==> config.mk <==
export PLATFORM = sky130hd
export DESIGN_NAME = mseq10
export DESIGN_NICKNAME = d
export VERILOG_FILES = /design/src/rtl/mseq10_pkg.sv /design/src/rtl/mseq_stack.sv /design/src/rtl/mseq10.sv
export SDC_FILE = /design/constraint.sdc
export NUM_CORES = 1
export LEC_CHECK = 0
export ABC_AREA = 1
export BUFFER_PORTS_ARGS = -buffer_cell sky130_fd_sc_hd__buf_2
export CORE_AREA = 2 2 101 123
export CTS_BUF_LIST = sky130_fd_sc_hd__clkbuf_16
export DETAILED_ROUTE_END_ITERATION = 7
export DIE_AREA = 0 0 103 125
export GPL_ROUTABILITY_DRIVEN = 0
export PLACE_DENSITY_LB_ADDON = 0.08
export SLEW_MARGIN = 10
export SYNTH_ARGS = -nofsm -noshare
export SYNTH_HDL_FRONTEND = slang
export SYNTH_SLANG_ARGS = --single-unit
export TNS_END_PERCENT = 30
==> constraint.sdc <==
create_clock -name clk -period 3.2 [get_ports clk]
set_input_delay 0.48 -clock clk [delete_from_list [all_inputs] [get_ports clk]]
set_output_delay 0.48 -clock clk [all_outputs]
set_load 0.01 [all_outputs]
==> src/rtl/mseq10_pkg.sv <==
// Shared definitions for the mseq10 microprogram sequencer: opcode encodings and the
// condition-pass helper used by the RTL and its benches.
package mseq10_pkg;

  typedef enum logic [3:0] {
    OpJz   = 4'd0,
    OpCjs  = 4'd1,
    OpJmap = 4'd2,
    OpCjp  = 4'd3,
    OpPush = 4'd4,
    OpLdct = 4'd5,
    OpRpct = 4'd6,
    OpCrtn = 4'd7,
    OpCont = 4'd8
  } op_e;

  // Both inputs are active-low; a disabled condition always passes.
  function automatic logic cond_pass(input logic cc_n, input logic ccen_n);
    return ccen_n | ~cc_n;
  endfunction

endpackage

==> src/rtl/mseq_stack.sv <==
// Return-address stack for mseq10: push/pop/clear with saturating top entry on overflow and
// zero readout when empty.
module mseq_stack #(
  parameter int unsigned WIDTH = 10,
  parameter int unsigned DEPTH = 5
) (
  input  logic             clk,
  input  logic             rst_,
  input  logic             push,
  input  logic             pop,
  input  logic             clear,
  input  logic [WIDTH-1:0] din,
  output logic [WIDTH-1:0] tos,
  output logic             full_
);

  localparam int unsigned SpW = $clog2(DEPTH + 1);

  logic [SpW-1:0]   sp_q, sp_d;
  logic [WIDTH-1:0] mem_q [DEPTH];
  logic [WIDTH-1:0] mem_d [DEPTH];
  logic             is_full;

  assign is_full = (sp_q == SpW'(DEPTH));
  assign full_   = ~is_full;

  // Empty stack reads as zero.
  always_comb begin
    tos = '0;
    for (int k = 0; k < int'(DEPTH); k++) begin
      if (sp_q == SpW'(k + 1)) tos = mem_q[k];
    end
  end

  always_comb begin
    sp_d  = sp_q;
    mem_d = mem_q;
    if (clear) begin
      sp_d = '0;
      for (int k = 0; k < int'(DEPTH); k++) mem_d[k] = '0;
    end else if (push) begin
      if (is_full) begin
        mem_d[DEPTH-1] = din;
      end else begin
        for (int k = 0; k < int'(DEPTH); k++) begin
          if (sp_q == SpW'(k)) mem_d[k] = din;
        end
        sp_d = sp_q + 1'b1;
      end
    end else if (pop && (sp_q != '0)) begin
      sp_d = sp_q - 1'b1;
    end
  end

  always_ff @(posedge clk or negedge rst_) begin
    if (!rst_) begin
      sp_q <= '0;
      for (int k = 0; k < int'(DEPTH); k++) mem_q[k] <= '0;
    end else begin
      sp_q  <= sp_d;
      mem_q <= mem_d;
    end
  end

endmodule

==> src/rtl/mseq10.sv <==
// mseq10: microprogram sequencer with uPC, loop counter R and a return stack; the next
// address y is combinational from the instruction, d, the condition and registered state.
module mseq10
  import mseq10_pkg::*;
#(
  parameter int unsigned WIDTH = 10,
  parameter int unsigned DEPTH = 5
) (
  input  logic             clk,
  input  logic             rst_,
  input  logic [3:0]       i,
  input  logic             cc_,
  input  logic             ccen_,
  input  logic             ci,
  input  logic             rld_,
  input  logic [WIDTH-1:0] d,
  output logic [WIDTH-1:0] y,
  output logic             map_,
  output logic             pl_,
  output logic             full_
);

  logic [WIDTH-1:0] upc_q, upc_d;
  logic [WIDTH-1:0] r_q, r_d;
  logic [WIDTH-1:0] tos;
  logic             pass;
  logic             push, pop, clear;

  assign pass = cond_pass(cc_, ccen_);

  always_comb begin
    y     = upc_q;
    map_  = 1'b1;
    pl_   = 1'b0;
    push  = 1'b0;
    pop   = 1'b0;
    clear = 1'b0;
    r_d   = r_q;
    case (i)
      OpJz: begin
        y     = '0;
        clear = 1'b1;
      end
      OpCjs: begin
        if (pass) begin
          y    = d;
          push = 1'b1;
        end
      end
      OpJmap: begin
        y    = d;
        map_ = 1'b0;
        pl_  = 1'b1;
      end
      OpCjp: begin
        if (pass) y = d;
      end
      OpPush: begin
        push = 1'b1;
        if (pass) r_d = d;
      end
      OpLdct: r_d = d;
      OpRpct: begin
        if (r_q != '0) begin
          y   = d;
          r_d = r_q - 1'b1;
        end
      end
      OpCrtn: begin
        if (pass) begin
          y   = tos;
          pop = 1'b1;
        end
      end
      default: ;
    endcase
    // Direct counter load wins over decrement and conditional load.
    if (!rld_) r_d = d;
    upc_d = y + WIDTH'(ci);
  end

  always_ff @(posedge clk or negedge rst_) begin
    if (!rst_) begin
      upc_q <= '0;
      r_q   <= '0;
    end else begin
      upc_q <= upc_d;
      r_q   <= r_d;
    end
  end

  mseq_stack #(
    .WIDTH (WIDTH),
    .DEPTH (DEPTH)
  ) u_stack (
    .clk   (clk),
    .rst_  (rst_),
    .push  (push),
    .pop   (pop),
    .clear (clear),
    .din   (upc_q),
    .tos   (tos),
    .full_ (full_)
  );

endmodule

==> results of run 1 <==
-- worst max-delay path, delay by kind of cell (launching register included) --
| family | cells | cell delay [ns] |
|---|---|---|
| buffers and inverters | 4 | 0.56 |
| AND/OR/NAND/NOR | 8 | 0.65 |
| AO/OA/AOI/OAI | 1 | 0.20 |
| flip-flops | 1 | 0.42 |
| adder cells (fa/ha/maj) | 1 | 0.23 |
-- cells by family after synthesis --
| family | count (synthesis) |
|---|---|
| and+or+nand+nor | 313 |
| AOI/OAI and AO/OA | 117 |
| buffers and inverters | 103 |
| DFF | 73 |
| xor gates and xnor gates | 9 |
| muxes | 9 |
| adders and majority gates | 9 |
-- Yosys cell counts (all sizes together), types with 4 or more instances --
master | count | share of area
inv | 81 | 0.067
o21ai | 68 | 0.076
o22ai | 6 | 0.0082
nand3 | 34 | 0.040
clkbuf | 9 | 0.0073
xor2 | 8 | 0.015
nand2 | 201 | 0.17
ha | 9 | 0.024
dfrtp | 73 | 0.40
nand4 | 9 | 0.017
mux2 | 9 | 0.022
a31oi | 7 | 0.0095
a21oi | 15 | 0.016
buf | 12 | 0.016
o211ai | 12 | 0.021
nor2 | 61 | 0.064
nor3 | 4 | 0.0068
-- worst paths after layout --
path,startpoint,end,slack (ns),cells after the start
hold / removal,rst_,u_stack.mem_q[24]$_DFFE_PN0P_,0.29,1
max in group asynchronous,rst_,u_stack.mem_q[28]$_DFFE_PN0P_,2.27,1
hold reg to reg,u_stack.mem_q[18]$_DFFE_PN0P_,u_stack.mem_q[18]$_DFFE_PN0P_,0.49,2
setup reg to reg,u_stack.sp_q[1]$_DFFE_PN0P_,upc_q[6]$_DFF_PN0_,0.36,19
min in group clk,ci,upc_q[0]$_DFF_PN0_,0.41,2
setup / recovery,u_stack.sp_q[1]$_DFFE_PN0P_,y[4],0.32,14
-- registers in the layout (all words and copies together) (netlist names) --
name,count
u_stack.sp_q,3
upc_q,10
u_stack.mem_q,50
r_q,10
-- power groups by stage --
stage	Combinational, µW	Sequential [µW]	Clock (µW)
2_1_floorplan	992	1400	0
3_3_place_gp	1340	1470	0
3_5_place_dp	1350	1470	0
4_1_cts	1360	1460	1110
5_1_grt	1580	1500	1150
6_report	1360	1460	1080
-- metal layers --
metal	up-vias	GRT usage	wire length, µm
met5	-	0	0
met4	0	0.07198	315
met3	15	0.04248	394
met2	75	0.3644	6398
met1	1961	0.2714	5616
li1	2116	-	-
-- what timing repair did --
item	in CTS	in global routing
endpoints found under the hold margin	0	0
resized for setup	0	5
endpoints found under the setup margin	0	6
-- cell type report --
| class | instances | area share |
|---|---|---|
| flip-flops and latches | 73 | 0.3455 |
| inverters | 82 | 0.05868 |
| repair buffers | 45 | 0.04922 |
| clock inverters | 7 | 0.01633 |
| well taps | 161 | 0.03810 |
| clock buffers | 9 | 0.04259 |
| multi-input cells | 457 | 0.4496 |
-- per-stage QoR --
stage / util / std cells / hold slack [ns] / setup slack, ns / area (µm²)
after floorplan: - / 633 / 0.1844 / 0.4373 / 4606
after global placement: 0.4202 / 817 / 0.4667 / 0.2939 / 4951
after detailed placement: 0.4202 / 817 / 0.4733 / 0.2249 / 4951
after CTS: 0.4467 / 833 / 0.3405 / 0.1021 / 5263
after global routing: 0.4488 / 834 / 0.3940 / 0.02622 / 5288
final: 0.4488 / 834 / 0.2909 / 0.3198 / 5288
==> out/qor.txt, run 1 <==
status: finished, final reports clean
global-route wire length before repair: 21,380 µm
Net count, final: 697
share of synthesized cell area in full adder, half adder and majority cells: 0.02445
CTS Buf Count: 9
final critical delay including setup and external delays: 2.880 ns
Total GRT Usage: 0.2153
Mapped Nets: 662
average wire length per cell after detail routing: 15.26 µm
setup TNS: 0 ns
library cells used by synthesis: 43
average cell area after synthesis: 7.276 µm²
number of hold-repair buffers added at the cts stage: 0
switching power total: 1482 µW
launching element type of the critical path: flip-flop
worst-case clock skew: 0.008311 ns
Post-DRT Antenna Nets: 0
achievable frequency: 347.2 MHz
relative contribution of sequential cells to total power: 0.375
remaining global-route overflow: 0
count of final setup violators: 0
ys flop type: sky130_fd_sc_hd__dfrtp_1
DIE AREA: 12,880 µm²
total power after layout: 3909 µW
count of input and output buffers: 32
Mapped Area: 4606 µm²
setup repair after global routing missed its margin: false
synthesized instance count: 633
data arrival at the endpoint of the critical path: 2.40 ns
data required time at the worst endpoint: 2.72 ns
P&R area growth vs syn: 14.81%
sequential element share of the synthesized area: 0.3966
initial core utilization: 0.3909
Detailed Routing Iterations Pass 1: 4
share of cell area taken by muxes after synthesis: 0.02200
number of placement rows: 44
clock edge transition at the registers on the reported setup and hold paths: 0.06 ns
area taken by flip-flops and latches: 1827 µm²
clock share of power: 0.277
total of max-cap violations: 0
Crit. End Element: output pin
remaining max-slew budget at the tightest pin: 0.3529
clock latency on the worst-skew pair: 0.34 ns
routed wire length: 12,720 µm
xor-xnor portion of the synthesized cell area: 0.01711
DRC violations left: 0
fill cell total of the finished layout: 1,252
share of async-settable or async-resettable flops after synthesis: 1.000
Slew @ Worst Pin: 0.9706 ns
Critical Path Slowest Stage Cell: sky130_fd_sc_hd__dfrtp_1
start-to-end type of the worst setup path: flip-flop to output pin
simple-gate area share of the yosys netlist: 0.3029
number of hold violations in the final report: 0
I/O pin count: 33
period utilization: 0.9001
list of cells traversed by the critical path: inv_1 > ha_1 > nand2_2 > inv_1 > a21oi_1 > nand2_1 > nand2_1 > nand2_1 > nand2_1 > nand2_1 > nand2_1 > nand2_1 > inv_2 > buf_2
longest individual stage delay on the worst path: 0.42 ns
largest net degree at the start of global routing: 74
root buffer cell: sky130_fd_sc_hd__clkbuf_16
internal power summed over all cells: 2426 µW
buffer levels on the longest clock path: 2
Floorplan Core Area: 11,780 µm²
area fraction in compound gates after synthesis: 0.1459
via count of the first global-routing pass: 4,125
number of enable flip-flop cells after synthesis: 0
area of the multi-input gates: 2377 µm²
clock net sink count: 73
combinational family with the most area after synthesis: simple AND/OR/NAND/NOR gates
Synth Warn #: 0
leakage power summed over all cells: 0.002647 µW
antenna violations before repair: 0
clock tree from TritonCTS: done
Vert. Die Dim: 125 µm
number of antenna cells inserted: 0
final count of pins violating max slew: 0
cell area power density: 739.3 nW/µm²
fraction of layout instances using a drive strength above 1: 0.1664
most frequent cells in the layout: sky130_fd_sc_hd__nand2_1 (190), sky130_fd_sc_hd__inv_1 (73), sky130_fd_sc_hd__dfrtp_1 (73), sky130_fd_sc_hd__o21ai_0 (65), sky130_fd_sc_hd__nor2_1 (49)
die extent in x: 103 µm
CP dominant cell by count: sky130_fd_sc_hd__nand2_1
number of buffers inserted to repair setup after CTS: 0
count of routing violations after the opening detailed-route iteration: 203
CTS H-tree lvls: 3
largest fanout of any net on the critical path: 12
most frequent standard cell in the layout excluding fill and tap cells: sky130_fd_sc_hd__nand2_1
switching power as a share of total power: 0.3792
fraction of power consumed by combinational cells: 0.349
Via Count: 4,167
type of the most critical hold path: primary input to async pin
half-perimeter wire length after placement: 9571 µm
flip-flop and latch count after synthesis: 73
post-detailed-route via-to-cell ratio: 4.996
IR Drop Worst-Case VDD: 0.0003371 V
Power figures use the tool's default switching activity.
==> run 2: changes to the inputs <==
- BUFFER_PORTS_ARGS: -buffer_cell sky130_fd_sc_hd__buf_2 -> not set
- DONT_BUFFER_PORTS: not set -> 1
- MAX_ROUTING_LAYER: not set -> met4
==> out/qor.txt, run 2 (synthesis gave the netlist of run 1 again) <==
status: finished, final reports clean
setup repair after global routing missed its margin: false
register ranked first by flip-flop count: u_stack.mem_q
final critical delay including setup and external delays: 2.971 ns
leakage power summed over all cells: 0.002505 µW
count of final setup violators: 0
fraction of layout instances using a drive strength above 1: 0.1172
total power after layout: 3650 µW
P&R area growth vs syn: 10.24%
count of routing violations after the opening detailed-route iteration: 192
antenna violations before repair: 0
number of hold violations in the final report: 0
largest fanout of any net on the critical path: 8
data required time at the worst endpoint: 2.72 ns
CTS H-tree lvls: 3
via count of the first global-routing pass: 4,056
setup TNS: 0 ns
launching element type of the critical path: flip-flop
achievable frequency: 336.6 MHz
number of antenna cells inserted: 0
most frequent standard cell in the layout excluding fill and tap cells: sky130_fd_sc_hd__nand2_1
Net count, final: 667
number of flip-flops in the largest register: 50
CP dominant cell by count: sky130_fd_sc_hd__nand2_1
initial core utilization: 0.3909
number of placement rows: 44
clock latency on the worst-skew pair: 0.34 ns
clock net sink count: 73
data arrival at the endpoint of the critical path: 2.49 ns
routed wire length: 12,800 µm
Top delay family on crit path: simple AND/OR/NAND/NOR gates
post-detailed-route via-to-cell ratio: 5.086
Floorplan Core Area: 11,780 µm²
period utilization: 0.9284
total of max-cap violations: 0
Via Count: 4,074
worst-case clock skew: 0.005348 ns
cell area power density: 718.9 nW/µm²
Post-DRT Antenna Nets: 0
Critical Path Slowest Stage Cell: sky130_fd_sc_hd__dfrtp_1
clock tree from TritonCTS: done
Vert. Die Dim: 125 µm
CTS Buf Count: 9
root buffer cell: sky130_fd_sc_hd__clkbuf_16
most frequent cells in the layout: sky130_fd_sc_hd__nand2_1 (190), sky130_fd_sc_hd__inv_1 (75), sky130_fd_sc_hd__dfrtp_1 (73), sky130_fd_sc_hd__o21ai_0 (65), sky130_fd_sc_hd__nor2_1 (49)
buffer levels on the longest clock path: 2
Crit. End Element: output pin
DRC violations left: 0
die extent in x: 103 µm
Slew @ Worst Pin: 1.122 ns
list of cells traversed by the critical path: inv_1 > ha_1 > inv_1 > buf_4 > nor2_2 > nand2_1 > nand3_1 > nand2_1 > nand2_1 > nand2_1 > nand2_1 > nand2_1 > nand2_1 > nand2_1 > inv_2
fill cell total of the finished layout: 1,280
start-to-end type of the worst setup path: flip-flop to output pin
IR Drop Worst-Case VDD: 0.0002889 V
longest individual stage delay on the worst path: 0.40 ns
final count of pins violating max slew: 0
global-route wire length before repair: 21,180 µm
clock edge transition at the registers on the reported setup and hold paths: 0.06 ns
Bufs and invs on worst path: 4
type of the most critical hold path: primary input to async pin
half-perimeter wire length after placement: 9645 µm
I/O pin count: 33
count of input and output buffers: 0
average wire length per cell after detail routing: 15.97 µm
Total GRT Usage: 0.2214
remaining max-slew budget at the tightest pin: 0.2521
DIE AREA: 12,880 µm²
largest net degree at the start of global routing: 74
remaining global-route overflow: 0
largest registers: u_stack.mem_q: 50 flops, r_q: 10 flops, upc_q: 10 flops
number of buffers inserted to repair setup after CTS: 0
Detailed Routing Iterations Pass 1: 5
==> run 2: layout make-up <==
class	count	area, µm²	area share
inverter	82	310.3	0.06111
clock inverter	4	16.27	0.003204
timing repair buffer	15	132.6	0.02612
multi-input combinational	457	2365	0.4657
sequential	73	1827	0.3598
clock buffer	9	225.2	0.04436
tap	161	201.4	0.03967
==> run 2: where the power goes <==
part / total, µW / internal [µW] / switching [µW] / leakage, µW
registers: 1460 / 1260 / 202 / 0.000919
clock network: 860 / 501 / 359 / 0.000127
logic: 1330 / 464 / 863 / 0.00146
==> run 2: worst register-to-register path: cells and delay by family, from the launching register on <==
kind,cells,cell delay [ns]
compound gates,4,0.52
buf+inv,4,0.50
fa+ha+maj,3,0.70
flops,1,0.53
simple gates,6,0.52
==> run 2: layer usage <==
layer	global-route usage	wire length [µm]
met5	-	0
met3	0.05087	496
met4	0.06966	221
met2	0.3686	6555
met1	0.2628	5521
==> run 2: path summary, 6_finish.rpt <==
kind | from | to | slack (ns) | cells after the start
hold / removal | rst_ | u_stack.mem_q[32]$_DFFE_PN0P_ | 0.04 | 1
min in group clk | d[5] | r_q[5]$_DFFE_PN0P_ | 0.30 | 2
setup reg to reg | u_stack.sp_q[2]$_DFFE_PN0P_ | upc_q[6]$_DFF_PN0_ | 0.32 | 17
hold reg to reg | u_stack.mem_q[3]$_DFFE_PN0P_ | u_stack.mem_q[3]$_DFFE_PN0P_ | 0.49 | 2
setup / recovery | u_stack.sp_q[0]$_DFFE_PN0P_ | y[4] | 0.23 | 15
max in group asynchronous | rst_ | u_stack.mem_q[26]$_DFFE_PN0P_ | 2.86 | 1
==> run 2: timing repair <==
action,4_1_cts,5_1_grt
setup endpoints to repair,0,4
hold endpoints to repair,73,0
hold buffers,1,0
gates resized for setup,0,2
==> run 2: per-stage QoR <==
step | area, µm² | std cells | util | setup slack (ns) | hold slack [ns]
CTS | 5072 | 801 | 0.4305 | 0.2046 | 0.05359
global route | 5077 | 801 | 0.4310 | 0.001764 | 0.06448
finish | 5077 | 801 | 0.4310 | 0.2292 | 0.04465
global placement | 4803 | 787 | 0.4077 | 0.3388 | 0.1887
detailed placement | 4803 | 787 | 0.4077 | 0.2510 | 0.1886
floorplan | 4606 | 633 | - | 0.4373 | 0.1844
